$ cat config.mk
export PLATFORM = sky130hd
export DESIGN_NAME = aurora_link_sequencer
export DESIGN_NICKNAME = d
export VERILOG_FILES = /design/src/rtl/aurora_link_sequencer_pkg.sv /design/src/rtl/sync_2ff.sv /design/src/rtl/aurora_link_sequencer.sv
export SDC_FILE = /design/constraint.sdc
export NUM_CORES = 1
export LEC_CHECK = 0
export ABC_AREA = 0
export ABC_CLOCK_PERIOD_IN_PS = 2600
export CELL_PAD_IN_SITES_DETAIL_PLACEMENT = 1
export CELL_PAD_IN_SITES_GLOBAL_PLACEMENT = 2
export CORE_MARGIN = 5
export CORE_UTILIZATION = 41
export CTS_CLUSTER_DIAMETER = 30
export DETAILED_ROUTE_END_ITERATION = 10
export DONT_BUFFER_PORTS = 1
export PLACE_DENSITY = 0.82
export SYNTH_ARGS = -nofsm -noshare
export SYNTH_HDL_FRONTEND = slang
export SYNTH_SLANG_ARGS = --single-unit
$ cat constraint.sdc
create_clock -name clk_100m -period 2.6 [get_ports clk_100m]
set_input_delay 0.52 -clock clk_100m [delete_from_list [all_inputs] [get_ports clk_100m]]
set_output_delay 0.52 -clock clk_100m [all_outputs]
set_load 0.03 [all_outputs]
$ cat src/rtl/aurora_link_sequencer_pkg.sv
// Shared definitions for the Aurora link bring-up sequencer.
// It holds the state encoding (also exported on state_o for debug), the
// width of the shared timeout counter, the default timing constants and a
// saturating increment for the 4-bit retry counter.
package aurora_link_sequencer_pkg;

    typedef enum logic [2:0] {
        ST_GT_RST    = 3'd0,
        ST_WAIT_LOCK = 3'd1,
        ST_AUR_RST   = 3'd2,
        ST_WAIT_UP   = 3'd3,
        ST_LINK_UP   = 3'd4,
        ST_FAIL      = 3'd5
    } state_t;

    localparam int CNT_W = 21;

    localparam int DEF_GT_RST_CYCLES     = 65536;
    localparam int DEF_AURORA_RST_CYCLES = 131072;
    localparam int DEF_LOCK_TIMEOUT      = 100000;
    localparam int DEF_UP_TIMEOUT        = 1000000;
    localparam int DEF_MAX_RETRY         = 7;

    // The retry counter stops at 15 instead of wrapping back to 0.
    function automatic logic [3:0] sat_inc4(input logic [3:0] v);
        sat_inc4 = (v == 4'd15) ? 4'd15 : (v + 4'd1);
    endfunction

endpackage

$ cat src/rtl/sync_2ff.sv
// Two-flop synchronizer for a single asynchronous level.
// Ports: clk (destination clock), rst_n (async active-low, clears both
// flops), d (asynchronous input), q (synchronized output, 2-cycle latency).
module sync_2ff (
    input  logic clk,
    input  logic rst_n,
    input  logic d,
    output logic q
);

    logic meta_r;
    logic sync_r;

    // Two-stage capture chain. Only meta_r may go metastable.
    always_ff @(posedge clk or negedge rst_n) begin
        if (!rst_n) begin
            meta_r <= 1'b0;
            sync_r <= 1'b0;
        end else begin
            meta_r <= d;
            sync_r <= meta_r;
        end
    end

    assign q = sync_r;

endmodule

$ cat src/rtl/aurora_link_sequencer.sv
// Aurora link bring-up sequencer. It sequences the GT reset, waits for PLL
// lock, sequences the Aurora reset and waits for channel up. A failed attempt
// is retried until MAX_RETRY failures have accumulated, and then the block
// parks in FAIL.
// Ports: clk_100m (clock), nrst_i (async active-low reset), pll_lock_i and
// channel_up_i (async status inputs), relink_i (sync restart pulse),
// gt_rst_o and aurora_rst_o (active-high resets), link_ready_o, link_fail_o,
// retry_cnt_o (failed attempts), state_o (debug state encoding).
module aurora_link_sequencer
    import aurora_link_sequencer_pkg::*;
#(
    parameter int GT_RST_CYCLES     = DEF_GT_RST_CYCLES,
    parameter int AURORA_RST_CYCLES = DEF_AURORA_RST_CYCLES,
    parameter int LOCK_TIMEOUT      = DEF_LOCK_TIMEOUT,
    parameter int UP_TIMEOUT        = DEF_UP_TIMEOUT,
    parameter int MAX_RETRY         = DEF_MAX_RETRY
) (
    input  logic       clk_100m,
    input  logic       nrst_i,
    input  logic       pll_lock_i,
    input  logic       channel_up_i,
    input  logic       relink_i,
    output logic       gt_rst_o,
    output logic       aurora_rst_o,
    output logic       link_ready_o,
    output logic       link_fail_o,
    output logic [3:0] retry_cnt_o,
    output logic [2:0] state_o
);

    localparam logic [CNT_W-1:0] GT_LOAD   = CNT_W'(GT_RST_CYCLES - 1);
    localparam logic [CNT_W-1:0] AUR_LOAD  = CNT_W'(AURORA_RST_CYCLES - 1);
    localparam logic [CNT_W-1:0] LOCK_LOAD = CNT_W'(LOCK_TIMEOUT - 1);
    localparam logic [CNT_W-1:0] UP_LOAD   = CNT_W'(UP_TIMEOUT - 1);
    localparam logic [3:0]       MAX_RETRY_L = 4'(MAX_RETRY);

    logic             lock_sync_s;
    logic             up_sync_s;
    state_t           state_r;
    state_t           state_next_s;
    state_t           target_s;
    logic [CNT_W-1:0] cnt_r;
    logic [CNT_W-1:0] cnt_next_s;
    logic [3:0]       retry_r;
    logic [3:0]       retry_next_s;
    logic [3:0]       retry_inc_s;
    logic             fail_s;
    logic             take_s;
    logic             cnt_zero_s;
    logic             gt_rst_r;
    logic             aurora_rst_r;
    logic             link_ready_r;
    logic             link_fail_r;

    sync_2ff u_sync_lock (
        .clk   (clk_100m),
        .rst_n (nrst_i),
        .d     (pll_lock_i),
        .q     (lock_sync_s)
    );

    sync_2ff u_sync_up (
        .clk   (clk_100m),
        .rst_n (nrst_i),
        .d     (channel_up_i),
        .q     (up_sync_s)
    );

    // Next-state, counter and retry decisions. The priority is relink, then
    // failure, then success.
    always_comb begin
        fail_s       = 1'b0;
        take_s       = 1'b0;
        target_s     = state_r;
        cnt_zero_s   = (cnt_r == {CNT_W{1'b0}});
        retry_inc_s  = sat_inc4(retry_r);
        state_next_s = state_r;
        retry_next_s = retry_r;
        cnt_next_s   = cnt_zero_s ? cnt_r : (cnt_r - {{(CNT_W-1){1'b0}}, 1'b1});

        case (state_r)
            ST_GT_RST: begin
                if (cnt_zero_s) begin
                    take_s   = 1'b1;
                    target_s = ST_WAIT_LOCK;
                end else begin
                    take_s = 1'b0;
                end
            end
            ST_WAIT_LOCK: begin
                if (lock_sync_s) begin
                    take_s   = 1'b1;
                    target_s = ST_AUR_RST;
                end else if (cnt_zero_s) begin
                    fail_s = 1'b1;
                end else begin
                    take_s = 1'b0;
                end
            end
            ST_AUR_RST: begin
                if (!lock_sync_s) begin
                    fail_s = 1'b1;
                end else if (cnt_zero_s) begin
                    take_s   = 1'b1;
                    target_s = ST_WAIT_UP;
                end else begin
                    take_s = 1'b0;
                end
            end
            ST_WAIT_UP: begin
                // A timeout in the same cycle as channel up still counts as a failure.
                if (!lock_sync_s || cnt_zero_s) begin
                    fail_s = 1'b1;
                end else if (up_sync_s) begin
                    take_s   = 1'b1;
                    target_s = ST_LINK_UP;
                end else begin
                    take_s = 1'b0;
                end
            end
            ST_LINK_UP: begin
                if (!lock_sync_s || !up_sync_s) begin
                    fail_s = 1'b1;
                end else begin
                    fail_s = 1'b0;
                end
            end
            ST_FAIL: begin
                take_s = 1'b0;
            end
            default: begin
                take_s   = 1'b1;
                target_s = ST_GT_RST;
            end
        endcase

        if (relink_i) begin
            state_next_s = ST_GT_RST;
            retry_next_s = 4'd0;
        end else if (fail_s) begin
            retry_next_s = retry_inc_s;
            state_next_s = (retry_inc_s >= MAX_RETRY_L) ? ST_FAIL : ST_GT_RST;
        end else if (take_s) begin
            state_next_s = target_s;
        end else begin
            state_next_s = state_r;
        end

        // Every state entry, including re-entry of GT_RST on relink, reloads the counter.
        if (relink_i || fail_s || take_s) begin
            case (state_next_s)
                ST_GT_RST:    cnt_next_s = GT_LOAD;
                ST_WAIT_LOCK: cnt_next_s = LOCK_LOAD;
                ST_AUR_RST:   cnt_next_s = AUR_LOAD;
                ST_WAIT_UP:   cnt_next_s = UP_LOAD;
                default:      cnt_next_s = {CNT_W{1'b0}};
            endcase
        end else begin
            cnt_next_s = cnt_next_s;
        end
    end

    // State, counter, retry count and the outputs decoded from the next state.
    always_ff @(posedge clk_100m or negedge nrst_i) begin
        if (!nrst_i) begin
            state_r      <= ST_GT_RST;
            cnt_r        <= GT_LOAD;
            retry_r      <= 4'd0;
            gt_rst_r     <= 1'b1;
            aurora_rst_r <= 1'b1;
            link_ready_r <= 1'b0;
            link_fail_r  <= 1'b0;
        end else begin
            state_r      <= state_next_s;
            cnt_r        <= cnt_next_s;
            retry_r      <= retry_next_s;
            gt_rst_r     <= (state_next_s == ST_GT_RST) || (state_next_s == ST_FAIL);
            aurora_rst_r <= (state_next_s == ST_GT_RST) || (state_next_s == ST_WAIT_LOCK) ||
                            (state_next_s == ST_AUR_RST) || (state_next_s == ST_FAIL);
            link_ready_r <= (state_next_s == ST_LINK_UP);
            link_fail_r  <= (state_next_s == ST_FAIL);
        end
    end

    assign gt_rst_o     = gt_rst_r;
    assign aurora_rst_o = aurora_rst_r;
    assign link_ready_o = link_ready_r;
    assign link_fail_o  = link_fail_r;
    assign retry_cnt_o  = retry_r;
    assign state_o      = state_r;

endmodule

==> results.sh <==
export IMPL_status="completed"
export IMPL_vias=1673
export IMPL_period_share_pct=96.8
export IMPL_stdcell_count=297
export IMPL_r2r_cells=10
export IMPL_grt_pass1_vias=1793
export IMPL_die_width_um=82.2
export IMPL_coreArea_um2=5070
export IMPL_die_h_um=82.2
export IMPL_dp_cells=284
export IMPL_dr_pass1_iters=4
export IMPL_crit_type="reg2reg"
export IMPL_vdd_drop_max_mv=0.217
export IMPL_dpl_instance_area_um2=2310
export IMPL_cap_violations=0
export IMPL_ys_ff_latch=36
export IMPL_cellLeakagePower_nw=0.955
export IMPL_power_density_nw_per_um2=520
export IMPL_synth_ff_type="dfstp_2"
export IMPL_antenna_found_initial=0
export IMPL_relSlewSlack_pct=40.5
export IMPL_period_needed_ps=2520
export IMPL_place_congestion=0.817
export IMPL_std_cell_rows=26
export IMPL_num_io_pins=16
export IMPL_final_nets=233
export IMPL_clk_latency_ps=290
export IMPL_post_place_ws_ps=83.3
export IMPL_drive_above_1_share_pct=33.0
export IMPL_syn2layout_area_growth_pct=16.4
export IMPL_grt_pass1_wl_mm=9.11
export IMPL_cts_root_buf="clkbuf_8"
export IMPL_rr_startpoint="cnt_r[0]"
export IMPL_finalClockSkew_ps=8.78
export IMPL_clk_pin_slew_ps=80
export IMPL_drv_slew=0
export IMPL_grt_overflow=0
export IMPL_ys_warn_count=0
export IMPL_tightest_slew_ps=889
export IMPL_synth_nets=210
export IMPL_grt_use_total_pct=18.3
export IMPL_critical_path_top_delay_family="simple AND/OR/NAND/NOR gates"
export IMPL_synth_edff_count=0
export IMPL_final_setup_worst_slack_ps=82.2
export IMPL_syn_inst=203
export IMPL_cp_max_fo=8
export IMPL_clockBufferDepth=2
export IMPL_reg2reg_to="cnt_r[18]"
export IMPL_setup_viol=0
export IMPL_holdCritPathClass="in2async"
export IMPL_cpPeakStageDelay_ps=390
export IMPL_cp_cell_sequence="inv_1, ha_1, nor3b_4, nand2_1, nand4b_4, nor4b_4, nor4_4, buf_4, or3_4, o21ai_2"
export IMPL_cp_num_buf_inv=2
export IMPL_viasPerCell=5.63
export IMPL_io_buffers=0
export IMPL_cts_tree="built"
export IMPL_cp_arrival_ps=2740
export IMPL_maxClockFrequency_mhz=397
export IMPL_start_util_pct=42.1
export IMPL_cp_start_kind="register"
export IMPL_cts_buffers=5
export IMPL_place_hpwl_mm=4.04
export IMPL_p_total_mw=1.29
export IMPL_drtIter0Drc=58
export IMPL_avgSynthCellArea_um2=10.5
export IMPL_r2r_setup_slack_ps=80
export IMPL_drtAntennaViolNets=0
export IMPL_post_route_cell_area_um2=2490
export IMPL_wl_per_cell_um=18.8
export IMPL_required_ps=2820
export IMPL_crit_slowest_cell="dfstp_2"
export IMPL_htree_num_levels=2
export IMPL_synth_distinct_cells=63
export IMPL_grt_max_degree=20
export IMPL_dieArea_um2=6750
export IMPL_ys_seq_area_share_pct=43.2
export IMPL_end_kind="register"
export IMPL_n_antenna_cell=0
export IMPL_wl_mm=5.59
export IMPL_hold_viol_final=0
export IMPL_netlist_area_um2=2140
export IMPL_ys_async_sr_fraction_pct=100
export IMPL_clock_sinks=36
export IMPL_drcViolationCount=0
==> sequential cells by signal, indices dropped and copies added (netlist names) <==
signal,count
aurora_rst_o,1
cnt_r,21
gt_rst_o,1
link_fail_o,1
link_ready_o,1
retry_cnt_o,4
state_o,3
u_sync_lock.meta_r,1
u_sync_lock.q,1
u_sync_up.meta_r,1
u_sync_up.q,1
==> power by group <==
part	switching (mW)	total, mW	leakage [nW]	internal, mW
logic	0.0570	0.102	0.459	0.0453
clock network	0.208	0.546	0.0645	0.339
registers	0.0399	0.645	0.432	0.605
total	0.305	1.29	0.955	0.989
==> how the worst max path moves through the flow <==
stage / end / cells past startpoint / from
after global routing: cnt_r[19] / 10 / cnt_r[0]
final: cnt_r[18] / 10 / cnt_r[0]
after CTS: cnt_r[5] / 9 / cnt_r[0]
after detailed placement: cnt_r[10] / 9 / cnt_r[0]
after global placement: cnt_r[5] / 9 / cnt_r[0]
after floorplan: cnt_r[14] / 10 / cnt_r[0]
==> cells by family (layout without fill, tap and decap cells) <==
group | after synthesis | count (layout) | synth area share [%]
flops | 36 | 36 | 43.2
simple gates | 86 | 87 | 28.0
fa+ha+maj | 2 | 2 | 1.17
mux | 2 | 2 | 0.996
compound gates | 46 | 46 | 16.3
buf+inv | 13 | 36 | 2.87
xor+xnor | 18 | 18 | 7.38
==> metrics by stage <==
stage                     setup TNS [ps]  util [%]  hold slack (ps)
final                                  0      49.0             65.8
after floorplan                        0         -              224
after detailed placement               0      45.5              227
after global routing               -77.8      49.0             40.2
after global placement                 0      45.5              227
after CTS                              0      48.2             51.6
==> area by class of cell <==
type	count	area [µm²]
fillers	586	2590
multi-input cells	155	1170
flip-flops and latches	36	923
repair buffers	19	145
clock buffers	7	96.3
well taps	70	87.6
inverters	9	33.8
clock inverters	1	30.0
==> cells in the mapped netlist, types with 3 or more instances <==
library cell | instances | area (µm²)
dfrtp_1 | 18 | 450
dfstp_2 | 18 | 473
nand2_1 | 17 | 63.8
nor2_1 | 16 | 60.1
o21ai_1 | 14 | 70.1
nor3_1 | 10 | 50.1
inv_1 | 9 | 33.8
xnor2_1 | 9 | 78.8
xor2_1 | 9 | 78.8
a21oi_1 | 4 | 20.0
nor2b_1 | 4 | 25.0
a31oi_1 | 3 | 18.8
nand2b_1 | 3 | 18.8
nand3_1 | 3 | 15.0
nor3_2 | 3 | 30.0
nor4_4 | 3 | 63.8
o21ai_2 | 3 | 26.3
==> cell usage in the layout, fill, tap and decap left out, drive strengths merged, types with 2 or more instances in the layout <==
cell type,instances
nand3b,2
and3,2
a22oi,3
ha,2
a31oi,3
or3,3
and2,2
dfstp,18
xor2,9
buf,18
o22ai,3
xnor2,9
nand4,2
nor2b,4
nor3b,2
dfrtp,18
inv,9
nand2b,3
nor4,6
nand3,4
nor3,14
nand2,20
nor2,18
o21ai,19
o31a,2
clkbuf,7
or4,2
o32ai,2
a21oi,4
==> routing by layer <==
layer	global-route usage, %	routed length, µm
met1	21.9	2510
met2	32.6	2850
met3	4.01	165
met4	5.81	62
met5	0	0
==> timing repair <==
item / 4_1_cts / 5_1_grt
hold buffers: 1 / 0
resized for setup: 0 / 4
endpoints found under the setup margin: 0 / 18
buffers inserted: 0 / 3
endpoints found under the hold margin: 18 / 0
Power figures use the tool's default switching activity.
